===== config.mk =====
export PLATFORM = sky130hd
export DESIGN_NAME = loader_write_fifo
export DESIGN_NICKNAME = d
export VERILOG_FILES = /design/src/rtl/nes_loader_pkg.sv /design/src/rtl/loader_fifo_ram.sv /design/src/rtl/loader_write_fifo.sv
export SDC_FILE = /design/constraint.sdc
export NUM_CORES = 1
export LEC_CHECK = 0
export ABC_AREA = 1
export BUFFER_PORTS_ARGS = -buffer_cell sky130_fd_sc_hd__buf_2
export CAP_MARGIN = 15
export CORE_MARGIN = 8
export CORE_UTILIZATION = 55
export DETAILED_ROUTE_END_ITERATION = 16
export GPL_TIMING_DRIVEN = 0
export PLACE_DENSITY = 0.78
export SYNTH_ARGS = -nofsm -noshare
export SYNTH_HDL_FRONTEND = slang
export SYNTH_HIERARCHICAL = 1
export SYNTH_SLANG_ARGS = --single-unit

===== constraint.sdc =====
create_clock -name clk -period 5.11 [get_ports clk]
set_input_delay 1.022 -clock clk [delete_from_list [all_inputs] [get_ports clk]]
set_output_delay 1.022 -clock clk [all_outputs]
set_load 0.02 [all_outputs]

===== src/rtl/nes_loader_pkg.sv =====
// Shared types for the ROM loader write path: address/data widths and the
// packed write record carried from the loader to the SDRAM write port.
package nes_loader_pkg;

  localparam int LDR_ADDR_W = 22;
  localparam int LDR_DATA_W = 8;

  typedef struct packed {
    logic [LDR_ADDR_W-1:0] addr;
    logic [LDR_DATA_W-1:0] data;
  } ldr_wr_t;

  // Occupancy counter width: one bit wider than the pointers so full != empty.
  function automatic int occ_width(input int depth);
    return $clog2(depth) + 1;
  endfunction

endpackage


===== src/rtl/loader_fifo_ram.sv =====
// Loader write FIFO storage: DEPTH x entry register array with a synchronous
// write port and an asynchronous read at the read pointer (head is always visible).
import nes_loader_pkg::*;

module loader_fifo_ram #(
  parameter int  DEPTH   = 8,
  parameter type entry_t = ldr_wr_t,
  localparam int PTR_W   = $clog2(DEPTH)
) (
  input  logic             clk,
  input  logic             wr_en,
  input  logic [PTR_W-1:0] wr_ptr,
  input  entry_t           wr_entry,
  input  logic [PTR_W-1:0] rd_ptr,
  output entry_t           rd_entry
);

  // Storage is deliberately left unreset; only the pointers define validity.
  entry_t mem [DEPTH];

  always_ff @(posedge clk) begin
    if (wr_en) begin
      mem[wr_ptr] <= wr_entry;
    end
  end

  assign rd_entry = mem[rd_ptr];

endmodule


===== src/rtl/loader_write_fifo.sv =====
// Buffers ROM-loader byte writes and drains one per SDRAM slot, back-pressuring
// the download via wait_out. Optional running checksum: LOADER_WFIFO_CHKSUM_EN.
import nes_loader_pkg::*;

module loader_write_fifo #(
  parameter int  DEPTH     = 8,
  parameter int  ADDR_W    = LDR_ADDR_W,
  parameter int  DATA_W    = LDR_DATA_W,
  parameter int  AFULL_LVL = 6,
  localparam int PTR_W     = $clog2(DEPTH),
  localparam int CNT_W     = occ_width(DEPTH)
) (
  input  logic              clk,
  input  logic              reset_n,
  input  logic              flush,
  input  logic              in_valid,
  input  logic [ADDR_W-1:0] in_addr,
  input  logic [DATA_W-1:0] in_data,
  input  logic              slot,
  output logic              mem_write,
  output logic [ADDR_W-1:0] mem_addr,
  output logic [DATA_W-1:0] mem_data,
  output logic              wait_out,
  output logic [CNT_W-1:0]  count,
  output logic              overflow
`ifdef LOADER_WFIFO_CHKSUM_EN
  ,
  output logic [15:0]       chksum
`endif
);

  typedef struct packed {
    logic [ADDR_W-1:0] addr;
    logic [DATA_W-1:0] data;
  } wr_t;

  logic [PTR_W-1:0]  wr_ptr_reg;
  logic [PTR_W-1:0]  rd_ptr_reg;
  logic [CNT_W-1:0]  count_reg;
  logic              mem_write_reg;
  logic [ADDR_W-1:0] mem_addr_reg;
  logic [DATA_W-1:0] mem_data_reg;
  logic              overflow_reg;

  logic full;
  logic empty;
  logic pop;
  logic push;
  logic drop;
  wr_t  wr_entry;
  wr_t  head;

  assign full  = (count_reg == CNT_W'(DEPTH));
  assign empty = (count_reg == '0);

  // A pop frees the head this cycle, so a full FIFO can still take a push.
  assign pop  = slot & ~empty & ~flush;
  assign push = in_valid & (~full | pop) & ~flush;
  assign drop = in_valid & full & ~pop & ~flush;

  assign wr_entry = {in_addr, in_data};

  loader_fifo_ram #(
    .DEPTH   (DEPTH),
    .entry_t (wr_t)
  ) u_ram (
    .clk      (clk),
    .wr_en    (push),
    .wr_ptr   (wr_ptr_reg),
    .wr_entry (wr_entry),
    .rd_ptr   (rd_ptr_reg),
    .rd_entry (head)
  );

  always_ff @(posedge clk or negedge reset_n) begin
    if (!reset_n) begin
      wr_ptr_reg    <= '0;
      rd_ptr_reg    <= '0;
      count_reg     <= '0;
      mem_write_reg <= 1'b0;
      mem_addr_reg  <= '0;
      mem_data_reg  <= '0;
      overflow_reg  <= 1'b0;
    end else if (flush) begin
      wr_ptr_reg    <= '0;
      rd_ptr_reg    <= '0;
      count_reg     <= '0;
      mem_write_reg <= 1'b0;
      overflow_reg  <= 1'b0;
    end else begin
      if (push) begin
        wr_ptr_reg <= wr_ptr_reg + PTR_W'(1);
      end
      if (pop) begin
        rd_ptr_reg <= rd_ptr_reg + PTR_W'(1);
      end
      case ({push, pop})
        2'b10:   count_reg <= count_reg + CNT_W'(1);
        2'b01:   count_reg <= count_reg - CNT_W'(1);
        default: count_reg <= count_reg;
      endcase
      if (drop) begin
        overflow_reg <= 1'b1;
      end
      // Outputs only move on a slot strobe, so each write spans a full slot.
      if (slot) begin
        mem_write_reg <= pop;
        if (pop) begin
          mem_addr_reg <= head.addr;
          mem_data_reg <= head.data;
        end
      end
    end
  end

`ifdef LOADER_WFIFO_CHKSUM_EN
  logic [15:0] chksum_reg;

  always_ff @(posedge clk or negedge reset_n) begin
    if (!reset_n) begin
      chksum_reg <= '0;
    end else if (flush) begin
      chksum_reg <= '0;
    end else if (pop) begin
      chksum_reg <= chksum_reg + 16'(head.data);
    end
  end

  assign chksum = chksum_reg;
`endif

  assign mem_write = mem_write_reg;
  assign mem_addr  = mem_addr_reg;
  assign mem_data  = mem_data_reg;
  assign overflow  = overflow_reg;
  assign count     = count_reg;
  assign wait_out  = (count_reg >= CNT_W'(AFULL_LVL));

endmodule


Yosys cells after proc, flatten, opt, wreduce, memory -nomap -nowiden
Memories as Yosys holds them, arrays and structs flattened. A register that Yosys moved wholly into a read port is not among the register bits.
Index checks and enable logic that the tools add are counted.
W data, S select, Z words.
{"block": "op_classes", "shifts": 0, "mux": 12, "n_mul": 0, "magnitude_cmp": 1, "n_reduce_logical": 8, "n_addsub": 4, "div_mod_pow": 0, "eq_ne": 3, "bitwise_logic": 12}
{"cell": "$mux W3", "n": 4}
{"cell": "$pmux W4 S2", "n": 1}
{"cell": "$reduce_bool A2 Y1", "n": 4}
{"cell": "$and A1 B1 Y1", "n": 7}
{"cell": "$add A3 B1 Y3 const B", "n": 2}
{"cell": "$mux W1", "n": 6}
{"cell": "$add A4 B1 Y4 const B", "n": 1}
{"cell": "$eq A4 B4 Y1 const B", "n": 1}
{"cell": "$ge A4 B3 Y1 const B", "n": 1}
{"cell": "$logic_not A4 Y1", "n": 1}
{"cell": "$mux W4", "n": 1}
{"cell": "$not A1 Y1", "n": 4}
{"cell": "$sub A4 B1 Y4 const B", "n": 1}
{"cell": "$reduce_and A3 Y1", "n": 1}
{"cell": "$reduce_bool A3 Y1", "n": 1}
{"cell": "$eq A2 B1 Y1 const B", "n": 1}
{"cell": "$eq A2 B2 Y1 const B", "n": 1}
{"cell": "$logic_not A1 Y1", "n": 1}
{"cell": "$or A1 B1 Y1", "n": 1}
{"block": "word_totals", "reg_bits": 12, "rom_bits": 0, "latchBits": 0, "elab_cells": 46, "n_memories": 1, "ram_bits": 240}
{"memory": "u_ram.mem", "depth": 8, "word_bits": 30, "rd": 1, "rd_ports_with_merged_regs": 1, "wr": 1, "line_no": "loader_fifo_ram.sv:19", "rtl": "entry_t mem [DEPTH];"}

Logic depth before layout (Yosys ltp)
{"block": "depth", "depth_word": 10, "depth_mapped": 12, "depth_no_buf": 12}

Cells and area by module
The synthesis kept the hierarchy.
{"mod": "loader_fifo_ram", "seq_area_each_um2": 7206.9, "cells_each": 1055, "n_inst": 1, "area_each_um2": 10477.5}
{"mod": "loader_write_fifo", "seq_area_each_um2": 1051.0, "cells_each": 212, "n_inst": 1, "area_each_um2": 1884.3}

Worst setup path after synthesis
OpenSTA, ideal clock, no wires.
{"block": "synth_path", "path_kind": "input to register", "startpoint": "input port flush", "endpoint": "memory u_ram/mem[1][0] (netlist bit) (enable)", "cell_stages": 7, "arrival_ns": 2.901, "required_time_ns": 4.693, "setup_slack_ns": 1.792, "path_buffers": 0, "setup_ns": 0.417, "cell_sequence": "inv_2 -> nand3_4 -> nand2_2 -> nand2_2 -> nor2_2 -> nand2_1 -> nor2_1"}
{"block": "synth_via", "elab_chain_cells": 7}
{"item": "start: declaration", "line_no": "loader_write_fifo.sv:15", "rtl": "input logic flush,"}
{"item": "$not A1 Y1 (no source line) (*)"}
{"item": "$and A1 B1 Y1", "line_no": "loader_write_fifo.sv:57", "rtl": "assign pop = slot & ~empty & ~flush;"}
{"item": "$or A1 B1 Y1", "line_no": "loader_write_fifo.sv:58", "rtl": "assign push = in_valid & (~full | pop) & ~flush;"}
{"item": "$and A1 B1 Y1", "line_no": "loader_write_fifo.sv:58"}
{"item": "$and A1 B1 Y1 (*)", "line_no": "loader_write_fifo.sv:58"}
{"item": "net push", "line_no": "loader_write_fifo.sv:48", "rtl": "logic push;"}
{"item": "$mux W1 (*)", "line_no": "loader_fifo_ram.sv:22", "rtl": "if (wr_en) begin"}
{"item": "$mux W1 (not written as such) (*)", "line_no": "loader_fifo_ram.sv:23", "rtl": "mem[wr_ptr] <= wr_entry;"}
{"item": "end: declaration", "line_no": "loader_fifo_ram.sv:19"}
Mark *: on every way through the listed nets, which the timed path passes. The rest lies on a longest branch.

Final worst setup path
{"block": "layout_path", "startpoint": "input port flush", "endpoint": "memory u_ram/mem[1][13] (netlist bit) (enable)"}
The elaborated chain is that of the path after synthesis.

==> metrics <==
Via-to-Cell Ratio 5.16; Worst-Margin Slew roughly 680 ps; CP Capture Type flop; max-slew violations 0; Synth Register Bits roughly 280; Overall Global Routing Usage between 20 and 25%; Mean Syn Cell Area just under 10 um2; nets around 1,400; pre-CTS setup slack 1830 ps; highest-count cells in the layout ignoring fill and taps nand2_1 (506), inv_1 (250), edfxtp_1 (240), nand3_1 (129), buf_2 (93); Critical Path Start flush; CTS tree yes; Setup Skew 13.0 ps; first-pass GRT wire length 45.3 mm; commonest non-fill, non-tap cell in the layout nand2_1; Synth Warn # 6; startpoint types input pin; Worst VDD drop 212 uV; Syn Inst Count 1,267; FF-to-FF path depth 9; Port Buf Inserts 71; Die Area 27,500 um2; CTS Hold Bufs 0; RSZ-0062 raised after global routing false; Unique masters post-synth 27; Post-synth ARST share about 15%; Post-Route WL 28.9 mm; Max-Cap Viols 0; ys flop type edfxtp_1; Worst-Skew Late Latency between 500 and 600 ps; cell taking the most area after synthesis edfxtp_1; final worst path period share between 50% and 60%; top cells by area, synth edfxtp_1 (58%), nand2_1 (15%), dfrtp_1 (8.5%); Clock Pin Slew Worst Setup and Hold Paths approximately 60 ps; top-area cell type share of the netlist area about three fifths; largest net degree at the start of global routing 43; Final WS setup between 2000 and 2500 ps; WL/cell approximately 17 um; share of cells above drive strength 1 around an eighth; Setup CP Type in -> reg; arrival time at the worst endpoint 2940 ps; achievable frequency 0.368 GHz; worst min path class in -> async; post_cts resized 0; routability congestion estimate 0.809; detailed placer's ending HPWL around 19 mm; area delta synth->final 15.1%; drc violations 0; number of global-route vias before repair 8,629; CP endpoint u_ram/mem[1][13]; R2R Setup Slk ~2500 ps; die height 166 um; IO Count between 70 and 80; Worst slew margin 54.8%; Seq/Total Area, Yosys between 60 and 70%; DRT Pass-1 Iters 5; # clock sinks 282; Leak between 6 and 7 nW; Max H-tree Level 1; worst r2r dst u_ram/mem[1][13]; initial antenna violation count 2; Post-synth EDFFs 240; remaining global-route overflow 0; Root Driver clkbuf_16; First DRT Iteration DRCs 994; num rows 55; Finish-stage setup viols 0; Tmin final approximately 2700 ps; TritonCTS Buffers 27; Critical Path RT between 5000 and 6000 ps; CP Max Fanout 16; Final TNS setup 0 ps; Critical R2R Launch count[0]; Vias ~8,700; status complete, no violations; Starting Density a little under three fifths; Core Footprint 22,400 um2; Pwr Density 405 nW/um2; setup bufs post-CTS 0; Final Hold Fails 0; Syn Nets roughly 1,300; synthesized cell area between 10,000 and 15,000 um2; Max Root-Sink Buffers 3; chip width between 150 and 200 um; Largest register FFs 240; Routed Antenna Nets 0
logic make-up (layout without fill, tap and decap cells):
kind of cell	count (synthesis)	after routing	synth area share [%]
other cells	0	1	0
fa+ha+maj	5	5	0.567
simple gates	659	659	21.8
compound gates	11	11	0.617
buf+inv	308	437	10.0
flops	282	282	66.8
xor+xnor	2	2	0.142
through the flow:
stage | instances | util (%) | hold WS, ps | power [mW] | cell area [um2]
final | 1682 | 63.6 | 369 | 5.77 | 14200
after global routing | 1681 | 63.6 | 372 | 6.00 | 14200
after CTS | 1680 | 63.5 | 478 | 5.78 | 14200
after detailed placement | 1631 | 59.6 | 462 | 3.83 | 13300
after global placement | 1623 | 58.5 | 458 | 3.79 | 13100
after floorplan | 1267 | - | 498 | 3.43 | 12400
worst min-delay path by stage:
| stage | cells after the start | to | startpoint | slack (ps) |
|---|---|---|---|---|
| 2_1_floorplan | 2 | rd_ptr_reg[1] | rd_ptr_reg[1] | 500 |
| 5_1_grt | 1 | mem_addr[4] | reset_n | 370 |
| 3_5_place_dp | 2 | mem_addr[12] | mem_addr[12] | 460 |
| 4_1_cts | 2 | mem_addr[12] | mem_addr[12] | 480 |
| 6_report | 1 | mem_addr[10] | reset_n | 370 |
| 3_3_place_gp | 2 | mem_data[6] | mem_data[6] | 460 |
worst max-delay path, stage by stage:
cell,delay (ps)
buf_2,150
inv_2,130
nand3_4,150
nand2_2,110
nand2_2,90
nor2_2,140
nand2_1,250
nor2_4,620
buf_16,250
routing by layer:
layer	vias to the layer above	global-route usage, %	wire (um)
met5	-	0	9
met4	2	7.83	758
met3	61	3.78	2950
met2	413	35.0	13900
met1	4048	26.3	11300
li1	4148	-	-
final cells by class:
type | instances | area, um2
Clock buffer | 36 | 739
Tap cell | 285 | 357
Sequential cell | 282 | 8260
Multi-Input combinational cell | 677 | 2920
Fill cell | 1673 | 8140
Timing Repair Buffer | 80 | 566
Buffer | 52 | 279
Clock inverter | 13 | 141
Antenna cell | 1 | 2.50
Inverter | 256 | 961
cell usage after synthesis (2+ instances only):
cell type    n
o21ai_0      4
clkbuf_1    11
buf_1        5
xnor2_1      2
edfxtp_1   240
a31oi_1      2
inv_1      250
nand2_2      4
ha_1         4
nor2_2       3
buf_2       22
nand3_1    129
inv_2        6
dfrtp_1     42
nor2_1      13
o21ai_2      2
nand2_1    506
buf_4       13
report_power, final:
part	internal [mW]	leakage [nW]	switching (mW)
logic	0.324	3.58	0.734
clock network	1.16	0.428	0.803
registers	2.65	2.70	0.0899
No activity file was read; power rests on OpenSTA's default activity.
